File: src/rtl/muldiv_unit.sv
// muldiv_unit: iterative RV32M multiply/divide, one bit per cycle, fixed DATA_WIDTH+1 cycle latency.
// Define MULDIV_DIV_EN to build the restoring divider; without it divide ops return 0 and never write back.
module muldiv_unit #(
  parameter int DATA_WIDTH = 32,
  parameter int ADDR_WIDTH = 5
) (
  input  logic                  CLK,
  input  logic                  RESET_N,
  input  logic                  START,
  input  logic [2:0]            FUNCT3,
  input  logic [DATA_WIDTH-1:0] SRC_A,
  input  logic [DATA_WIDTH-1:0] SRC_B,
  input  logic [ADDR_WIDTH-1:0] RD_ADDR,
  output logic                  BUSY,
  output logic                  DONE,
  output logic                  WE_OUT,
  output logic [ADDR_WIDTH-1:0] RD_OUT,
  output logic [DATA_WIDTH-1:0] RESULT
);
  localparam int N  = DATA_WIDTH;
  localparam int CW = $clog2(N) + 1;
  localparam logic [CW-1:0]  LAST = CW'(N - 1);
  localparam logic [N-1:0]   ONE  = {{(N-1){1'b0}}, 1'b1};
  localparam logic [2*N-1:0] ONE2 = {{(2*N-1){1'b0}}, 1'b1};

  typedef enum logic [1:0] {S_IDLE, S_BUSY, S_DONE} state_t;

  state_t          state;
  logic [CW-1:0]   cnt;
  logic [2:0]      op;
  logic            neg;
  logic [N-1:0]    hi, lo, bm;

  logic            a_sgn, b_sgn, sa, sb, neg_in, we_nx;
  logic [N-1:0]    a_mag, b_mag, hi_nx, lo_nx, res_nx;
  logic [N:0]      mul_sum;
  logic [2*N-1:0]  prod;

  function automatic logic [N-1:0] cond_neg(input logic [N-1:0] v, input logic en);
    return en ? (~v + ONE) : v;
  endfunction

  function automatic logic [2*N-1:0] cond_neg2(input logic [2*N-1:0] v, input logic en);
    return en ? (~v + ONE2) : v;
  endfunction

  // Operand capture: magnitudes and the sign the final result must carry
  always_comb begin
    a_sgn = (FUNCT3 == 3'b001) || (FUNCT3 == 3'b010) || (FUNCT3 == 3'b100) || (FUNCT3 == 3'b110);
    b_sgn = (FUNCT3 == 3'b001) || (FUNCT3 == 3'b100) || (FUNCT3 == 3'b110);
    sa    = a_sgn & SRC_A[N-1];
    sb    = b_sgn & SRC_B[N-1];
    a_mag = cond_neg(SRC_A, sa);
    b_mag = cond_neg(SRC_B, sb);
    if (!FUNCT3[2])
      neg_in = sa ^ sb;
    else if (!FUNCT3[1])
      neg_in = (sa ^ sb) && (SRC_B != '0);  // x/0 stays all-ones regardless of sign
    else
      neg_in = sa;
  end

  // Iteration step: shift-add multiply, or restoring shift-subtract divide
  always_comb begin
    mul_sum = {1'b0, hi} + (lo[0] ? {1'b0, bm} : {(N+1){1'b0}});
    hi_nx   = mul_sum[N:1];
    lo_nx   = {mul_sum[0], lo[N-1:1]};
`ifdef MULDIV_DIV_EN
    if (op[2]) begin
      logic [N:0] div_sh, div_diff;
      div_sh   = {hi, lo[N-1]};
      div_diff = div_sh - {1'b0, bm};
      hi_nx    = div_diff[N] ? div_sh[N-1:0] : div_diff[N-1:0];
      lo_nx    = {lo[N-2:0], ~div_diff[N]};
    end
`endif
  end

  // Result select and sign fix, taken from the final step's values
  always_comb begin
    prod   = cond_neg2({hi_nx, lo_nx}, neg);
    res_nx = (op[1:0] == 2'b00) ? prod[N-1:0] : prod[2*N-1:N];
    we_nx  = (RD_OUT != '0);
    if (op[2]) begin
`ifdef MULDIV_DIV_EN
      res_nx = op[1] ? cond_neg(hi_nx, neg) : cond_neg(lo_nx, neg);
`else
      res_nx = '0;
      we_nx  = 1'b0;
`endif
    end
  end

  // Control FSM and registered outputs
  always_ff @(posedge CLK) begin
    if (!RESET_N) begin
      state  <= S_IDLE;
      cnt    <= '0;
      BUSY   <= 1'b0;
      DONE   <= 1'b0;
      WE_OUT <= 1'b0;
      RD_OUT <= '0;
      RESULT <= '0;
    end else begin
      DONE   <= 1'b0;
      WE_OUT <= 1'b0;
      case (state)
        S_IDLE: if (START) begin
          state  <= S_BUSY;
          BUSY   <= 1'b1;
          cnt    <= '0;
          RD_OUT <= RD_ADDR;
        end
        S_BUSY: begin
          cnt <= cnt + CW'(1);
          if (cnt == LAST) begin
            state  <= S_DONE;
            DONE   <= 1'b1;
            WE_OUT <= we_nx;
            RESULT <= res_nx;
          end
        end
        S_DONE: begin
          state <= S_IDLE;
          BUSY  <= 1'b0;
          cnt   <= '0;
        end
        default: state <= S_IDLE;
      endcase
    end
  end

  // Datapath registers; reloaded on every accepted START
  always_ff @(posedge CLK) begin
    if (state == S_IDLE) begin
      if (START) begin
        op  <= FUNCT3;
        neg <= neg_in;
        hi  <= '0;
        lo  <= FUNCT3[2] ? a_mag : b_mag;
        bm  <= FUNCT3[2] ? b_mag : a_mag;
      end
    end else if (state == S_BUSY) begin
      hi <= hi_nx;
      lo <= lo_nx;
    end
  end

endmodule

File: config.mk
export PLATFORM = sky130hd
export DESIGN_NAME = muldiv_unit
export DESIGN_NICKNAME = d
export VERILOG_FILES = /design/src/rtl/muldiv_unit.sv
export SDC_FILE = /design/constraint.sdc
export NUM_CORES = 1
export LEC_CHECK = 0
export CELL_PAD_IN_SITES_DETAIL_PLACEMENT = 1
export CELL_PAD_IN_SITES_GLOBAL_PLACEMENT = 1
export CORE_ASPECT_RATIO = 1.25
export CORE_MARGIN = 2
export CORE_UTILIZATION = 40
export CTS_BUF_LIST = sky130_fd_sc_hd__clkbuf_2
export DETAILED_ROUTE_END_ITERATION = 6
export DONT_BUFFER_PORTS = 1
export PLACE_DENSITY_LB_ADDON = 0.1
export SLEW_MARGIN = 20
export SYNTH_ARGS = -nofsm -noshare
export SYNTH_HDL_FRONTEND = slang
export SYNTH_SLANG_ARGS = --single-unit
File: constraint.sdc
create_clock -name CLK -period 5.77 [get_ports CLK]
set_input_delay 1.154 -clock CLK [delete_from_list [all_inputs] [get_ports CLK]]
set_output_delay 1.154 -clock CLK [all_outputs]
set_load 0.01 [all_outputs]
### Word-level counts from Yosys, hierarchy flattened

Index checks and enable logic that the tools add are counted.

| operators by class | value |
|---|---|
| reduce and logical (&&, ||, !) cells | 21 |
| bitwise gates (word level) | 9 |
| multiplexer cells | 24 |
| $add $sub $neg | 5 |
| equal/unequal tests | 9 |

Operator list:

| operator | number |
|---|---|
| 2-to-1 mux 32 bit | 13 |
| adder 32 x 1 -> 32 bit (second input constant) | 2 |
| adder 64 x 1 -> 64 bit (second input constant) | 1 |
| 2-to-1 mux 64 bit | 1 |
| inverter 32 bit | 2 |
| inverter 64 bit | 1 |
| adder 32 x 32 -> 33 bit | 1 |
| nonzero test 32 bit | 1 |
| one-hot mux 6 bit (3 select lines) | 1 |
| AND reduction 2 bit | 7 |
| adder 6 x 1 -> 6 bit (second input constant) | 1 |
| == test 3 bit (second input constant) | 2 |
| == test 6 x 5 -> 1 bit (second input constant) | 1 |
| 2-to-1 mux 6 bit | 1 |
| logical OR 1 bit | 5 |
| nonzero test 5 bit | 1 |
| logical NOT 2 bit | 2 |
| 2-to-1 mux 1 bit | 4 |
| 2-to-1 mux 2 bit | 2 |
| != test 2 bit (second input constant) | 2 |
| one-hot mux 2 bit (2 select lines) | 1 |
| nonzero test 2 bit | 2 |
| OR reduction 4 bit | 1 |
| == test 3 x 1 -> 1 bit (second input constant) | 1 |
| 9 further kinds | 12 |

| word-level totals | value |
|---|---|
| word-level logic and storage cells | 80 |
| bits of input ports | 75 |
| output and inout bits | 40 |
| register bits after elaboration | 148 |

### Depth between registers and ports, before layout

Gate-level depths: netlist of run 1.

| depth | value |
|---|---|
| depth after elaboration | 9 |
| mapped depth | 15 |
| depth with buffers taken out | 14 |

### Least setup slack after synthesis of run 1

OpenSTA, ideal clock, no wires.

| timing path | value |
|---|---|
| kind | input -> register |
| from | input port START |
| to | register hi[0] (enable) |
| data required time | 5282 ps |
| setup time | 488 ps |
| buffers on the path | 0 |
| stages | 2 |
| data arrival time | 3951 ps |
| setup slack | 1331 ps |
| cell sequence | nor2_1 -> nor2_1 |

| between the ends | value |
|---|---|
| word-level cells in the longest chain between the ends | 2 |

Ends and longest elaborated chain:

| element | RTL line | RTL |
|---|---|---|
| from (decl) | 9 | `input logic START,` |
| != test 2 bit (no line) | n/a |  |
| AND reduction 2 bit (no line) | n/a |  |
| to (signal assigned) | 144 | `hi <= hi_nx;` |
| to (decl) | 32 | `logic [N-1:0] hi, lo, bm;` |

Every way passes these cells.
A chain may end at the register's enable or synchronous reset.

### Worst setup path in the final report of run 1

| timing path | value |
|---|---|
| from | register lo[0] |
| to | register RESULT[28] |

| between the ends | value |
|---|---|
| word-level cells in the longest chain between the ends | 7 |

Ends and longest elaborated chain:

| element | RTL line | RTL |
|---|---|---|
| from (decl) | 32 |  |
| from (signal assigned) | 140 | `lo <= FUNCT3[2] ? a_mag : b_mag;` |
| from (signal assigned) | 145 | `lo <= lo_nx;` |
| 2-to-1 mux 32 bit (*) | 65 | `mul_sum = {1'b0, hi} + (lo[0] ? {1'b0, bm} : {(N+1){1'b0}});` |
| adder 32 x 32 -> 33 bit (*) | 65 |  |
| inverter 64 bit | 44 | `return en ? (~v + ONE2) : v;` |
| adder 64 x 1 -> 64 bit | 44 |  |
| 2-to-1 mux 64 bit (*) | 44 |  |
| 2-to-1 mux 32 bit (*) | 82 | `res_nx = (op[1:0] == 2'b00) ? prod[N-1:0] : prod[2*N-1:N];` |
| 2-to-1 mux 32 bit (*) | 84 | `if (op[2]) begin` |
| to (signal assigned) | 120 | `RESULT <= res_nx;` |
| to (decl) | 18 | `output logic [DATA_WIDTH-1:0] RESULT` |

Mark *: on every way between the ends. The rest lies on a longest branch, timed or not.

==> results of run 1 <==
sequential cells by signal, summed over array words and instances, names as in the netlist:
| register | count |
|---|---|
| BUSY | 1 |
| DONE | 1 |
| RD_OUT | 5 |
| RESULT | 32 |
| WE_OUT | 1 |
| bm | 32 |
| cnt | 6 |
| hi | 32 |
| lo | 32 |
| neg | 1 |
| op | 3 |
| state | 2 |
layout make-up:
type / instances / share of cell area (%)
multi-input combinational: 1168 / 59.6
sequential: 148 / 32.9
tap: 355 / 3.69
clock inverter: 15 / 1.32
timing repair buffer: 14 / 0.874
inverter: 27 / 0.842
clock buffer: 17 / 0.707
antenna: 1 / 0.0208
power breakdown:
part	total [mW]	internal, mW	switching (mW)	leakage (nW)
sequential	1.35	1.26	0.0860	1.40
combinational	1.16	0.412	0.751	2.75
clock	0.629	0.145	0.484	0.147
total	3.14	1.82	1.32	4.30
cell usage in the layout, fill, tap and decap left out, types with 13 or more instances in the layout:
| master | count |
|---|---|
| nand2_1 | 156 |
| nor2_1 | 151 |
| a21oi_1 | 145 |
| o21ai_0 | 116 |
| edfxtp_1 | 100 |
| xor2_1 | 66 |
| xnor2_1 | 60 |
| and2_1 | 51 |
| dfxtp_1 | 48 |
| nor3_1 | 40 |
| ha_1 | 36 |
| inv_1 | 26 |
| o211ai_1 | 25 |
| or4_1 | 21 |
| nand3_1 | 21 |
| o31ai_1 | 19 |
| clkbuf_2 | 17 |
| nor4_1 | 16 |
| a31oi_1 | 16 |
| or3_1 | 15 |
| a21o_1 | 15 |
| o41ai_1 | 14 |
| buf_4 | 14 |
| nand4_1 | 13 |
cells in the mapped netlist, drive strengths merged (5+ instances only):
library cell / count / area, µm²
a211oi: 11 / 82.6
a21boi: 7 / 52.6
a21o: 15 / 113
a21oi: 146 / 742
a22o: 7 / 61.3
a22oi: 8 / 60.1
a31oi: 16 / 100
and2: 52 / 327
and3: 9 / 56.3
and4: 9 / 78.8
buf: 7 / 40.0
clkbuf: 73 / 274
dfxtp: 48 / 961
edfxtp: 100 / 3000
ha: 36 / 450
inv: 26 / 97.6
mux2i: 6 / 60.1
nand2: 157 / 592
nand2b: 11 / 68.8
nand3: 21 / 105
nand4: 14 / 103
nor2: 153 / 574
nor2b: 6 / 37.5
nor3: 41 / 210
nor4: 18 / 125
o2111ai: 7 / 61.3
o211ai: 25 / 188
o21a: 10 / 75.1
o21ai: 119 / 596
o21bai: 5 / 37.5
o31ai: 19 / 143
o41ai: 14 / 123
or2: 10 / 65.1
or3: 18 / 120
or4: 23 / 180
xnor2: 60 / 526
xor2: 66 / 578
routing by layer:
| metal | vias to the layer above | wire [µm] | track usage [%] |
|---|---|---|---|
| li1 | 5134 | - | - |
| met1 | 4974 | 17200 | 33.5 |
| met2 | 239 | 16800 | 39.4 |
| met3 | 45 | 1580 | 3.60 |
| met4 | 0 | 885 | 7.54 |
| met5 | - | 0 | 0 |
worst reg2reg max path, cell delays in order, from the launching register on:
cell and delay (ns):
edfxtp_1 1.04, and2_1 0.24, ha_1 0.20, inv_1 0.07, fa_1 0.39, nand2b_1 0.20
a21bo_2 0.24, a21boi_0 0.39, o21ai_0 0.20, a222oi_1 0.50, nand3_1 0.18, or4_1 0.73
or4_1 0.55, o311a_1 0.35, nand2_1 0.06
worst max-delay path by stage:
stage	start	endpoint	slack, ns	cells after the start
finish	lo[0]	RESULT[28]	0.43	14
global route	lo[0]	RESULT[28]	0.08	14
CTS	lo[0]	RESULT[28]	0.40	14
detailed placement	lo[0]	RESULT[28]	0.50	14
global placement	lo[0]	RESULT[28]	0.67	14
floorplan	START	hi[0]	1.33	2
per-stage QoR:
| stage | area (µm²) | utilization [%] | worst slack (ns) |
|---|---|---|---|
| 2_1_floorplan | 11500 | - | 1.33 |
| 3_3_place_gp | 11800 | 41.5 | 0.668 |
| 3_5_place_dp | 11800 | 41.5 | 0.498 |
| 4_1_cts | 12000 | 42.4 | 0.402 |
| 5_1_grt | 12000 | 42.4 | 0.0753 |
| 6_report | 12000 | 42.4 | 0.427 |
logic make-up after synthesis:
kind of cell,Yosys count
compound gates,441
xor+xnor,126
fa+ha+maj,37
buf+inv,107
flops,148
mux,8
simple gates,556
==> impl_metrics.csv, run 1 <==
group,metric,value,unit
status,status,"finished clean",
setup_path,r2r_slack,0.43,ns
timing,rsz0062_at_grt,"false",
timing,setup_viol,0,
drt,ant_nets,0,
synth,ys_ff_latch,148,
die,dieArea,30200,µm²
clocking,clkSinkCount,148,
power,peakVddDrop,103,µV
die,die_y,194,µm
drt,via_count,10400,
grt,track_usage,24.3,%
drt,wl_per_cell,20.9,µm
power,totalPowerFinal,3.14,mW
timing,relSlewSlack,29.1,%
setup_path,end_kind,"flop",
setup_path,start_kind,"flop",
grt,grt_pass1_vias,10400,
timing,skew,0.0394,ns
synth,synthAdderAreaFrac,4.08,%
setup_path,cpPeakStageDelay,1.04,ns
drt,routed_via_density,5.96,
setup_path,cp.required,6.54,ns
clocking,clock-root-buffer,"clkbuf_2",
final_layout,layout.nets,1488,
clocking,cts_buffers,17,
clocking,path_clk_slew,0.28,ns
setup_path,crit_buf_inv,1,
synth,synth_area_per_cell,8.11,µm²
clocking,cts_hold_buf,0,
clocking,h-tree-depth,4,
synth,synth-xor-area-share,9.56,%
setup_path,timing.rr.end,"RESULT[28]",
die,start_util,40.6,%
run,drv_cap,0,
setup_path,criticalPathCategory,"reg2reg",
die,rows,69,
timing,tightest_slew,1.06,ns
clocking,cts_tree,"yes",
final_layout,area.growth.synth_to_final,4.26,%
min_path,hold_path_depth,0,
clocking,cts_resized,0,
clocking,clk_path_buf_depth,2,
place,io_buffers,0,
synth,synth_nets,1535,
setup_path,crit_chain,"and2_1 -> ha_1 -> inv_1 -> fa_1 -> nand2b_1 -> a21bo_2 -> a21boi_0 -> o21ai_0 -> a222oi_1 -> nand3_1 -> or4_1 -> or4_1 -> o311a_1 -> nand2_1",
synth,synth_enable_flop_cells,100,
die,die_w,156,µm
grt,grt_max_degree,109,
synth,async_reset_ff_share,0,%
synth,synth-compound-area-share,23.7,%
min_path,hold_class,"in2reg",
timing,min_period_over_period,92.6,%
synth,synthCells,1423,
power,power_leakage,4.30,nW
min_path,min_from,"FUNCT3[1]",
synth,ys_types,85,
setup_path,crit_top_cell,"or4_1",
timing,fin_tns_setup,0,ns
drt,wirelength,36500,µm
place,gp_congestion,0.843,
timing,maxSlewViolCount,0,
synth,yosys-mux-area-fraction,0.716,%
clocking,cts_setup_buffers,0,
setup_path,reg2reg_from,"lo[0]",
setup_path,arrival,6.11,ns
clocking,clock_insertion_delay_worst_skew,0.80,ns
synth,synth_seq_area_share,34.3,%
place,dp_cells,1712,
timing,finalHoldViolCount,0,
place,dp_hpwl,28400,µm
power,powerDensity,261,nW/µm²
setup_path,r2r_cells,14,
grt,gr-total-overflow,0,
timing,max_freq,187,MHz
final_layout,drive_gt1_share,5.54,%
drt,drtIter0Drc,583,
final_layout,fill_cells,3444,
timing,holdWs,0.427,ns
setup_path,path_max_fanout,32,
timing,period_needed,5.34,ns
setup_path,crit_family,"simple AND/OR/NAND/NOR gates",
synth,syn_area,11500,µm²
grt,grt_pass1_wl,58100,µm
drt,dr.pass1.iters,5,
grt,antenna_found_initial,2,
synth,synth-simple-area-share,24.0,%
final_layout,finalNonFillerCells,1745,
setup_path,cp_slowest_cell,"edfxtp_1",
final_layout,multiInputGateArea,7170,µm²
drt,drc,0,
synth,synth_top_flop_cell,"edfxtp_1",
die,coreArea,28400,µm²
die,io_pins,115,
min_path,hold_path_end,"op[1]",
synth,synth_top_family_by_area,"simple AND/OR/NAND/NOR gates",
synth,yosysWarnings,0,
final_layout,regArea,3960,µm²
Note: power is estimated with default switching activity, not from simulation.
==> run 2: changes to the inputs <==
- CORE_ASPECT_RATIO: 1.25 -> 0.5
- clock period: 5.77 -> 5.9 ns (I/O delays scaled with it)
==> impl_metrics.csv, run 2 (synthesized netlist as in run 1, its figures left out) <==
group,metric,value,unit
status,status,"finished clean",
setup_path,crit_top_cell,"or4_1",
final_layout,final_util,43.0,%
drt,via_count,10500,
power,p_comb_share,38.3,%
setup_path,path_max_fanout,32,
grt,track_usage,26.8,%
timing,relSlewSlack,24.0,%
setup_path,end_kind,"flop",
timing,fin_tns_setup,0,ns
grt,gr-total-overflow,0,
place,pre_cts_slack,0.567,ns
min_path,hold_class,"in2reg",
setup_path,arrival,6.22,ns
final_layout,area.growth.synth_to_final,4.55,%
power,p_sw_share,41.6,%
power,powerDensity,262,nW/µm²
final_layout,final_cell_mix,"nand2_1, nor2_1, a21oi_1",
clocking,clock-root-buffer,"clkbuf_2",
power,pwr-share-clk,19.6,%
timing,rsz0062_at_grt,"false",
setup_path,r2r_cells,14,
clocking,cts_hold_buf,0,
die,dieArea,30300,µm²
grt,grt_pass1_wl,61200,µm
min_path,hold_path_depth,0,
power,internal_power,1.84,mW
drt,ant_nets,0,
place,io_buffers,0,
drt,drc,0,
place,place_area,11800,µm²
final_layout,layout.nets,1489,
final_layout,stdcell_area,12100,µm²
run,drv_cap,0,
drt,wl_per_cell,22.9,µm
setup_path,reg2reg_from,"lo[0]",
setup_path,r2r_slack,0.47,ns
grt,antenna_found_initial,4,
clocking,h-tree-depth,4,
drt,drtIter0Drc,873,
die,io_pins,115,
drt,dr.pass1.iters,5,
setup_path,criticalPathCategory,"reg2reg",
clocking,cts_resized,0,
timing,skew,0.0485,ns
power,totalPowerFinal,3.16,mW
final_layout,drive_gt1_share,5.48,%
final_layout,finalNonFillerCells,1772,
timing,period_needed,5.43,ns
timing,setup_viol,0,
place,dp_hpwl,31800,µm
timing,tightest_slew,1.14,ns
timing,setup_slack,0.472,ns
place,gp_congestion,0.882,
setup_path,cp.required,6.69,ns
clocking,cts_buffers,17,
power,power_leakage,4.29,nW
die,die_w,244,µm
power,peakVddDrop,141,µV
die,rows,43,
power,switchingPower,1.31,mW
drt,wirelength,40600,µm
clocking,cts_tree,"yes",
timing,holdWs,0.457,ns
place,dp_cells,1740,
min_path,min_from,"FUNCT3[1]",
die,start_util,41.2,%
setup_path,cp_slowest_cell,"edfxtp_1",
setup_path,cpPeakStageDelay,0.97,ns
clocking,path_clk_slew,0.25,ns
min_path,hold_path_end,"op[1]",
setup_path,timing.rr.end,"RESULT[28]",
timing,finalHoldViolCount,0,
clocking,clk_path_buf_depth,2,
grt,grt_pass1_vias,10200,
setup_path,start_kind,"flop",
grt,grt_max_degree,109,
die,coreArea,28000,µm²
power,p_seq_share,42.0,%
clocking,clkSinkCount,148,
clocking,cts_setup_buffers,0,
die,die_y,124,µm
clocking,clock_insertion_delay_worst_skew,0.84,ns
drt,routed_via_density,5.95,
final_layout,mostFrequentLayoutCell,"nand2_1",
timing,min_period_over_period,92.0,%
timing,maxSlewViolCount,0,
timing,max_freq,184,MHz
setup_path,crit_chain,"and2_1 -> ha_1 -> inv_1 -> fa_1 -> nand2b_1 -> a21bo_2 -> a21boi_0 -> o21ai_0 -> a222oi_1 -> nand3_1 -> or4_1 -> or4_1 -> o311a_1 -> nand2_1",
## run 2: critical path: cells and delay by family (launching register included)
kind	cells	cell delay (ns)
AO/OA/AOI/OAI	5	1.80
adder cells (fa/ha/maj)	2	0.58
buffers and inverters	1	0.06
flip-flops	1	0.97
AND/OR/NAND/NOR	6	1.95
## run 2: routing by layer
layer	GRT usage (%)	wire length [µm]
met4	4.34	337
met3	5.77	2290
met2	38.7	16400
met1	41.1	21500
met5	0	0
## run 2: layout make-up
| type | count | area (µm²) |
|---|---|---|
| Fill cell | 3369 | 16000 |
| Multi-Input combinational cell | 1168 | 7170 |
| Sequential cell | 148 | 3960 |
| Tap cell | 382 | 478 |
| Clock inverter | 13 | 146 |
| Timing Repair Buffer | 15 | 113 |
| Inverter | 27 | 101 |
| Clock buffer | 17 | 85.1 |
| Antenna cell | 2 | 5.00 |
## run 2: power groups by stage
stage / Combinational, mW / Clock (mW) / Sequential, mW
final: 1.21 / 0.619 / 1.33
after global routing: 1.32 / 0.680 / 1.34
after floorplan: 0.857 / 0 / 1.30
after global placement: 1.16 / 0 / 1.35
after detailed placement: 1.18 / 0 / 1.35
after CTS: 1.19 / 0.637 / 1.33
## run 2: how the worst max path moves through the flow
stage,start,to,slack [ns]
final,lo[0],RESULT[28],0.47
after global routing,lo[0],RESULT[28],0.10
after CTS,lo[0],RESULT[28],0.50
after detailed placement,lo[0],RESULT[28],0.57
after global placement,lo[0],RESULT[28],0.73
after floorplan,START,hi[0],1.44
==> run 3: changes to the inputs <==
- SKIP_CTS_REPAIR_TIMING: unset -> 1
==> results of run 3 <==
Final layout, timing and power as in run 2 (identical DEF).
